`config.mk`:
```
export PLATFORM = sky130hd
export DESIGN_NAME = rr_arbiter16_flat
export DESIGN_NICKNAME = d
export VERILOG_FILES = /design/src/rtl/rr_arbiter16_if.sv /design/src/rtl/rr_arbiter16.sv /design/src/flat_wrapper.sv
export SDC_FILE = /design/constraint.sdc
export NUM_CORES = 1
export LEC_CHECK = 0
export BUFFER_PORTS_ARGS = -buffer_cell sky130_fd_sc_hd__buf_2
export CAP_MARGIN = 40
export CORE_ASPECT_RATIO = 0.7
export CORE_MARGIN = 2
export CORE_UTILIZATION = 60
export DETAILED_ROUTE_END_ITERATION = 7
export GPL_ROUTABILITY_DRIVEN = 1
export GPL_TIMING_DRIVEN = 0
export PLACE_DENSITY = 0.8
export REMOVE_ABC_BUFFERS = 1
export SETUP_SLACK_MARGIN = 0.15
export SYNTH_ARGS = -nofsm -noshare
export SYNTH_HDL_FRONTEND = slang
export SYNTH_SLANG_ARGS = --single-unit
```
`constraint.sdc`:
```
create_clock -name clk -period 6.3 [get_ports clk]
set_input_delay 0 -clock clk [delete_from_list [all_inputs] [get_ports clk]]
set_output_delay 0 -clock clk [all_outputs]
set_load 0.01 [all_outputs]
```
`src/rtl/rr_arbiter16_if.sv`:
```
// Request/grant bundle between 16 requesters and the round-robin arbiter.
interface rr_arbiter16_if;
  logic [15:0] req;
  logic [15:0] grant;
  logic [3:0]  grant_idx;
  logic        grant_valid;
  logic        preempt;

  modport master (output req, input grant, grant_idx, grant_valid, preempt);
  modport slave  (input req, output grant, grant_idx, grant_valid, preempt);
endinterface

```
`src/rtl/rr_arbiter16.sv`:
```
// 16-way round-robin arbiter with registered one-hot grant, mux-select index
// and optional forced handoff after MAX_HOLD consecutive grant cycles.
module rr_arbiter16 #(
  parameter int unsigned MAX_HOLD = 8
) (
  input  logic          clk,
  input  logic          reset,
  rr_arbiter16_if.slave bus
);
  localparam int         N        = 16;
  localparam logic [7:0] HOLD_LIM = 8'(MAX_HOLD);

  typedef enum logic [1:0] {IDLE = 2'd0, GRANT = 2'd1} state_t;

  state_t       state;
  logic [3:0]   ptr, gidx;
  logic [7:0]   hold_cnt;
  logic [N-1:0] gnt;
  logic         gvld, pre;

  // Returns {found, idx}: first set bit of cand at or after start, wrapping.
  function automatic logic [4:0] pick(input logic [N-1:0] cand, input logic [3:0] start);
    logic [4:0] r;
    logic [3:0] i;
    r = '0;
    for (int k = N-1; k >= 0; k--) begin
      i = start + 4'(k);
      if (cand[i]) r = {1'b1, i};
    end
    return r;
  endfunction

  logic [N-1:0] others;
  logic [4:0]   pa, po;
  logic         own_req, at_limit;

  always_comb begin
    others   = bus.req & ~gnt;
    own_req  = bus.req[gidx];
    pa       = pick(bus.req, ptr);
    po       = pick(others, gidx + 4'd1);
    // >= so an owner that ran past the limit alone still yields once contention appears
    at_limit = (HOLD_LIM != 8'd0) && (hold_cnt >= HOLD_LIM);
  end

  always_ff @(posedge clk) begin
    if (reset) begin
      state    <= IDLE;
      ptr      <= '0;
      gidx     <= '0;
      hold_cnt <= '0;
      gnt      <= '0;
      gvld     <= 1'b0;
      pre      <= 1'b0;
    end else begin
      pre <= 1'b0;
      case (state)
        IDLE: begin
          if (pa[4]) begin
            state    <= GRANT;
            gidx     <= pa[3:0];
            gnt      <= 16'd1 << pa[3:0];
            gvld     <= 1'b1;
            hold_cnt <= 8'd1;
            ptr      <= pa[3:0] + 4'd1;
          end
        end
        GRANT: begin
          if (own_req && !(at_limit && po[4])) begin
            if (hold_cnt != 8'hFF) hold_cnt <= hold_cnt + 8'd1;
          end else if (po[4]) begin
            // Release or forced handoff straight to the next requester, no bubble
            gidx     <= po[3:0];
            gnt      <= 16'd1 << po[3:0];
            hold_cnt <= 8'd1;
            ptr      <= po[3:0] + 4'd1;
            pre      <= own_req;
          end else begin
            state    <= IDLE;
            gnt      <= '0;
            gvld     <= 1'b0;
            hold_cnt <= '0;
          end
        end
        default: begin
          state    <= IDLE;
          gnt      <= '0;
          gvld     <= 1'b0;
          hold_cnt <= '0;
        end
      endcase
    end
  end

  assign bus.grant       = gnt;
  assign bus.grant_idx   = gidx;
  assign bus.grant_valid = gvld;
  assign bus.preempt     = pre;
endmodule

```
`src/flat_wrapper.sv`:
```
// flat-port wrapper written by rule: the top's interface ports become plain ports
module rr_arbiter16_flat 
#(
  parameter int unsigned MAX_HOLD = 8
)
  (clk, reset, bus_req, bus_grant, bus_grant_idx, bus_grant_valid, bus_preempt);
  rr_arbiter16_if bus_i ();
  input  logic clk;
  input  logic reset;
  input wire logic [$bits(bus_i.req)-1:0] bus_req;
  output wire logic [$bits(bus_i.grant)-1:0] bus_grant;
  output wire logic [$bits(bus_i.grant_idx)-1:0] bus_grant_idx;
  output wire logic [$bits(bus_i.grant_valid)-1:0] bus_grant_valid;
  output wire logic [$bits(bus_i.preempt)-1:0] bus_preempt;
  assign bus_i.req = bus_req;
  assign bus_grant = bus_i.grant;
  assign bus_grant_idx = bus_i.grant_idx;
  assign bus_grant_valid = bus_i.grant_valid;
  assign bus_preempt = bus_i.preempt;
  rr_arbiter16 #(.MAX_HOLD(MAX_HOLD)) u_core (.clk(clk), .reset(reset), .bus(bus_i));
endmodule
```
# Word-level counts from Yosys, hierarchy flattened
# Index checks and enable logic that the tools add are counted.
dict set report op_classes {
  shift 2
  add_sub_neg 34
  bitwise 4
  reduce_logical 10
  multipliers 0
  magnitude_cmp 34
  div 0
  n_mux 123
  n_eq_ne 7
}
# operator n
set op_table {}
lappend op_table {{$lt A4 B5 Y1 const B} 33}
lappend op_table {{$mux W5} 32}
lappend op_table {{$bmux W1 S4} 33}
lappend op_table {{$add A4 B4 Y4 const B} 16}
lappend op_table {{$mux W16} 3}
lappend op_table {{$mux W1} 37}
lappend op_table {{$add A4 B3 Y4 const B} 8}
lappend op_table {{$pmux W16 S2} 1}
lappend op_table {{$shl A1 B4 Y16 const A} 2}
lappend op_table {{$mux W4} 6}
lappend op_table {{$mux W8} 3}
lappend op_table {{$add A4 B1 Y4 const B} 5}
lappend op_table {{$add A4 B2 Y4 const B} 4}
lappend op_table {{$and A16 B16 Y16} 1}
lappend op_table {{$not A16 Y16} 1}
lappend op_table {{$pmux W4 S2} 2}
lappend op_table {{$pmux W8 S2} 1}
lappend op_table {{$add A8 B1 Y8 const B} 1}
lappend op_table {{$ge A8 B4 Y1 const B} 1}
lappend op_table {{$ne A8 B8 Y1 const B} 1}
lappend op_table {{$mux W2} 3}
lappend op_table {{$ne A2 B1 Y1 const B} 2}
lappend op_table {{$ne A2 B2 Y1 const B} 2}
lappend op_table {{$pmux W2 S2} 1}
lappend op_table {{12 further kinds} 15}
dict set report totals {
  romBits 0
  latchBits 0
  register_bits 36
  wordCells 221
  inputBits 18
  memories 0
  output_inout_bits 22
  ram_bits 0
}

# Logic depth before layout (Yosys ltp)
dict set report depth {
  word_depth 25
  depth_mapped 24
  mapped_depth_nobuf 20
}

# Worst setup path before layout
# OpenSTA, ideal clock, no wires.
dict set report synth_path {
  kind {reg2reg}
  startpoint {register u_core.gidx[0], in the netlist u_core.bus.grant_idx[0]}
  endpoint {register u_core.ptr[2]}
  setup_ns 0.120
  path_stages_with_launch 24
  arrival_ns 5.119
  n_path_buf 4
  period_less_slack_ns 5.239
  path_slack_ns 1.061
  path_cell_list {dfxtp_1 clkinv_1 buf_2 buf_2 ha_1 inv_2 clkbuf_1 ha_1 o21ai_0 and3b_1 clkbuf_1 or3_1 nand2_1 mux2_2 a2111oi_0 o311a_1 nor2_1 mux2i_1 inv_1 ha_1 nor2b_1 nand4_1 o21ai_1 or2_1}
}
dict set report synth_via {
  elab_chain_len 25
}
# item line
set synth_lines {}
lappend synth_lines {{start, declared} rr_arbiter16.sv:16} ;# logic [3:0] ptr, gidx;
lappend synth_lines {{start signal, assigned} rr_arbiter16.sv:61} ;# gidx <= pa[3:0];
lappend synth_lines {{start signal, assigned} rr_arbiter16.sv:73} ;# gidx <= po[3:0];
lappend synth_lines {{branches (longest 25 deep; another with $add A4 B1 Y4)} --}
lappend synth_lines {{end signal, assigned} rr_arbiter16.sv:65} ;# ptr <= pa[3:0] + 4'd1;
lappend synth_lines {{end signal, assigned} rr_arbiter16.sv:76} ;# ptr <= po[3:0] + 4'd1;
lappend synth_lines {{end, declared} rr_arbiter16.sv:16}
# Parallel ways; which one is timed is not known. The select of a mux whose other input is x is not followed.
# A chain may end at the register's enable or synchronous reset.

# Worst setup path in the final report
dict set report layout_path {
  startpoint {register u_core.ptr[1]}
  endpoint {register u_core.ptr[2]}
}
dict set report layout_via {
  elab_chain_len 22
}
# item line
set layout_lines {}
lappend layout_lines {{$add A4 B4 Y4} rr_arbiter16.sv:27} ;# i = start + 4'(k);
lappend layout_lines {{$bmux W1 S4} rr_arbiter16.sv:28} ;# if (cand[i]) r = {1'b1, i};
lappend layout_lines {{$mux W1 (not written as such)} rr_arbiter16.sv:28}
lappend layout_lines {{$mux W5 (15 in series)} rr_arbiter16.sv:28}
lappend layout_lines {{$mux W5 (*)} rr_arbiter16.sv:28}
lappend layout_lines {{$add A4 B1 Y4} rr_arbiter16.sv:65}
lappend layout_lines {{$mux W4} rr_arbiter16.sv:59} ;# if (pa[4]) begin
lappend layout_lines {{$pmux W4 S2} rr_arbiter16.sv:57} ;# case (state)
# Mark *: on every way between the ends. The rest lies on a longest branch, timed or not. The select of a mux whose other input is x is not followed.

==> reports/metrics.sh <==
WHS_PATH_DEPTH=2
ADDER_AND_MAJORITY_CELL_FRACTION_OF_THE_SYNTHESIZED_AREA=0.0287
IOS=40
GRT_FIRST_PASS_WIRELENGTH_MM=38.5
PLACE.DETAILED.HPWL_MM=19.2
CORE.ROWCOUNT=32
DRT_PASS1_ITERATIONS=8
NUMPORTBUFFERS=39
VIAS=7658
NUMBER_OF_VIAS_PER_CELL=7.83
PLACED_CELLS=970
SYNTHDISTINCTLIBCELLS=93
DIE_AREA_UM2=12500
WORST_HOLD_STARTPOINT='reset'
GR_UTIL_MET2=0.546
SYNTH-WARNING-COUNT=0
GLOBAL_ROUTE.USAGE.MET1=0.607
CLOCK_SINK_COUNT=34
FINALSETUPVIOLATIONS=0
AVGSYNTHCELLAREA_UM2=8.57
LAYOUT-DRIVE-GT1-SHARE=0.228
REG2REG_SETUP_SLACK_NS=0.24
ANTENNA_CELLS=0
SHARE_OF_FLIP_FLOPS_WITH_AN_ASYNCHRONOUS_SET_OR_RESET=0
DIE-WIDTH_UM=133
CRITICAL_PATH_REQUIRED_NS=6.46
CRITICAL_PATH_END_TYPE='register'
FLIP_FLOP_CELL_WITH_THE_HIGHEST_COUNT_AFTER_SYNTHESIS='sky130_fd_sc_hd__dfxtp_1'
DRT_ITER0_DRC=1132
CTS-BUFFERS-INSERTED=5
LARGEST_FAMILY_OF_LOGIC_CELLS_BY_SYNTHESIZED_AREA='multiplexers'
GRT.TOTAL_USAGE=0.397
ANTENNA_FOUND_INITIAL=0
CTS.REPORTEDPATHS.CLKPINSLEW_NS=0.05
CLOCKROOTBUFFER='sky130_fd_sc_hd__clkbuf_16'
TIMING.RR.END='u_core.ptr[2]'
CRITICAL_PATH_PEAK_FANOUT=20
WORSTSETUPPATHTYPE='register to register'
SYNTH_XOR_AREA_FRAC=0.0475
SEQUENTIAL_AREA_UM2=684
POST_LAYOUT_NONFILLER_INSTANCES=978
GPL.FINAL_WEIGHTED_CONGESTION=1.03
WORST_HOLD_PATH_TYPE='input pin to register'
TOTALWIRELENGTH_MM=25.1
NETLIST_INSTANCES=814
RR_WORST_DEPTH=16
STATUS='complete, no violations'
CRITICAL_PATH_ARRIVAL_NS=6.22
CTS-ROOT-TO-SINK-BUFFERS=2
COUNT_OF_ANTENNA_VIOLATING_NETS_LEFT_AFTER_DETAILED_ROUTING=0
SYNTH.FF_LATCH_COUNT=34
BASIC_GATE_SHARE_OF_THE_SYNTHESIZED_AREA_COUNTING_AND_OR_NAND_AND_NOR_CELLS=0.231
FIRST_GLOBAL_VIAS=6618
FINALNETCOUNT=858
WL_PER_CELL_UM=25.6
TRITONCTS='yes'
MAXIMUM_NUMBER_OF_PINS_ON_ONE_NET_BEFORE_GLOBAL_ROUTE_REPAIR=44
SYNTH_EDF_COUNT=0
GRT.OVERFLOW.TOTAL=0
PERIOD_SHARE=0.962
DRV.MAX_CAP_VIOLATION_COUNT=0
DIE_HEIGHT_UM=94.2
FMAXACHIEVABLE_MHz=165
SETUP_BUFFERS_AFTER_CTS=0
MUX_SHARE_OF_POST_SYNTHESIS_CELL_AREA=0.322
RSZ_0062_RAISED_AFTER_GLOBAL_ROUTING='no'
FINALWORSTPATHREQUIREDPERIOD_NS=6.06
GRT.BUSIEST_LAYER='met1'
START_UTIL=0.624
DETAIL_ROUTE.DRC_VIOLATIONS=0
WORST_SKEW_PAIR.LATE_LATENCY_NS=0.28
DPL_CELL_AREA_UM2=7320
YS_SEQ_AREA_FRAC=0.0976
SYNTH_COMPOUND_AREA_FRAC=0.225
WORST_SLEW_MARGIN_REL=0.328
SYN_AREA_UM2=6970
SYN_TO_FINAL_GROWTH_PCT=8.14
HOLD_END='u_core.hold_cnt[1]'
LAYOUT.CELL_AREA.NON_FILLER_UM2=7540
NFILLCELLS=941
MET3_USAGE=0.130
COREAREA_UM2=11200
CTS.HTREE.LEVELS=2
WORST_R2R_STARTPOINT='u_core.ptr[1]'
FINCLKSKEW_NS=0.00350
TIGHTESTPINTRANSITION_NS=0.980
CP-START-KIND='register'
TIMING.FINAL.MAX_SLEW_VIOLATIONS=0
MULTI_INPUT_COMB_AREA_UM2=6010
FINALHOLDVIOLATIONS=0
## layer usage
layer  vias to the layer above  share of wire
li1                       3238              -
met1                      3679           0.42
met2                       693           0.38
met3                        48           0.18
met4                         0          0.017
met5                         -              0
## cell type report
cell class              count  share of cell area
multi-input cells         708               0.796
flip-flops and latches     34              0.0907
repair buffers             52              0.0531
well taps                 153              0.0254
clock buffers               8              0.0221
inverters                  23              0.0123
## layout by cell type, fill, tap and decap left out, types with 18 or more instances in the layout
cell type                 Yosys  final
sky130_fd_sc_hd__nor2b_1     32     32
sky130_fd_sc_hd__o21ai_0     26     25
sky130_fd_sc_hd__dfxtp_1     34     31
sky130_fd_sc_hd__mux2i_1     61     59
sky130_fd_sc_hd__nor3_1      32     30
sky130_fd_sc_hd__xnor2_1     19     18
sky130_fd_sc_hd__nor2_1      74     73
sky130_fd_sc_hd__buf_2       13     39
sky130_fd_sc_hd__mux4_2      57     57
sky130_fd_sc_hd__a21oi_1     34     33
sky130_fd_sc_hd__nand2_1     47     47
sky130_fd_sc_hd__mux2_2      23     23
## registers in the layout, summed over array words and instances, names as in the netlist
name and flops:
u_core.bus.grant 16, u_core.hold_cnt 8, u_core.bus.grant_idx 4, u_core.ptr 4, u_core.bus.preempt 1, u_core.state 1
## kinds of logic after synthesis
| group | Yosys count |
|---|---|
| simple gates | 300 |
| compound gates | 212 |
| mux | 146 |
| buf+inv | 72 |
| xor+xnor | 34 |
| flops | 34 |
| fa+ha+maj | 16 |
## stage by stage
step           setup TNS, ns  utilization  hold slack [ns]  setup slack [ns]
2_1_floorplan         -11.49            -           0.0646            -0.573
3_3_place_gp          -83.71        0.637            0.406             -2.90
3_5_place_dp           -1.10        0.655            0.404            -0.230
4_1_cts                    0        0.671            0.281             0.170
5_1_grt                    0        0.675            0.317             0.149
6_report                   0        0.675            0.292             0.239
## worst max path at each step
| stage | to | startpoint | slack [ns] | depth (start not counted) |
|---|---|---|---|---|
| after floorplan | u_core.hold_cnt[5] | u_core.bus.grant_idx[0] | -0.57 | 15 |
| after global placement | u_core.ptr[2] | u_core.bus.grant_idx[0] | -2.90 | 19 |
| after detailed placement | u_core.ptr[2] | u_core.bus.grant_idx[0] | -0.23 | 21 |
| after CTS | u_core.ptr[3] | u_core.bus.grant_idx[0] | 0.17 | 17 |
| after global routing | u_core.ptr[2] | u_core.ptr[1] | 0.15 | 16 |
| final | u_core.ptr[2] | u_core.ptr[1] | 0.24 | 16 |
## repair_timing
action | CTS | global route
gates resized for setup | 3 | 15
hold endpoints to repair | 0 | 0
pin swaps | 0 | 1
endpoints found under the setup margin | 25 | 32
hold buffers | 0 | 0
## cells in the mapped netlist (all sizes together), types with 5 or more instances
master	number	area, µm²
nor2	74	278
mux2i	61	611
mux4	59	1340
nand2	47	176
nor3	42	260
a21oi	35	179
dfxtp	34	681
nor2b	32	200
o21ai	28	140
mux2	26	297
clkbuf	25	97.6
buf	24	153
inv	20	75.1
xnor2	20	194
a211oi	19	153
a221oi	18	164
nand3	18	95.1
nand2b	17	106
ha	16	200
and2	14	87.6
xor2	13	114
o211ai	10	75.1
a22oi	9	67.6
nor4	9	56.3
o22ai	8	50.1
a22o	7	61.3
a31oi	7	43.8
nand4	7	43.8
and3	6	42.5
o31ai	6	45.0
or3	6	37.5
a2bb2oi	5	43.8
## critical path, stage by stage, from the launching register on
cell	delay [ns]
sky130_fd_sc_hd__dfxtp_1	0.54
sky130_fd_sc_hd__clkinv_1	0.52
sky130_fd_sc_hd__ha_2	0.85
sky130_fd_sc_hd__mux4_1	0.76
sky130_fd_sc_hd__mux2_2	0.37
sky130_fd_sc_hd__mux2i_1	0.47
sky130_fd_sc_hd__o31ai_1	0.28
sky130_fd_sc_hd__o31ai_1	0.29
sky130_fd_sc_hd__nor4_1	0.08
sky130_fd_sc_hd__a211oi_1	0.74
sky130_fd_sc_hd__mux2i_1	0.27
sky130_fd_sc_hd__inv_1	0.12
sky130_fd_sc_hd__ha_1	0.16
sky130_fd_sc_hd__nor2_1	0.05
sky130_fd_sc_hd__nand2_1	0.12
sky130_fd_sc_hd__o32ai_1	0.08
sky130_fd_sc_hd__or2_1	0.25
Power is left out: the tool's default activity adds up to more than one toggle a clock period on the data nets, which glitch-free logic cannot reach.
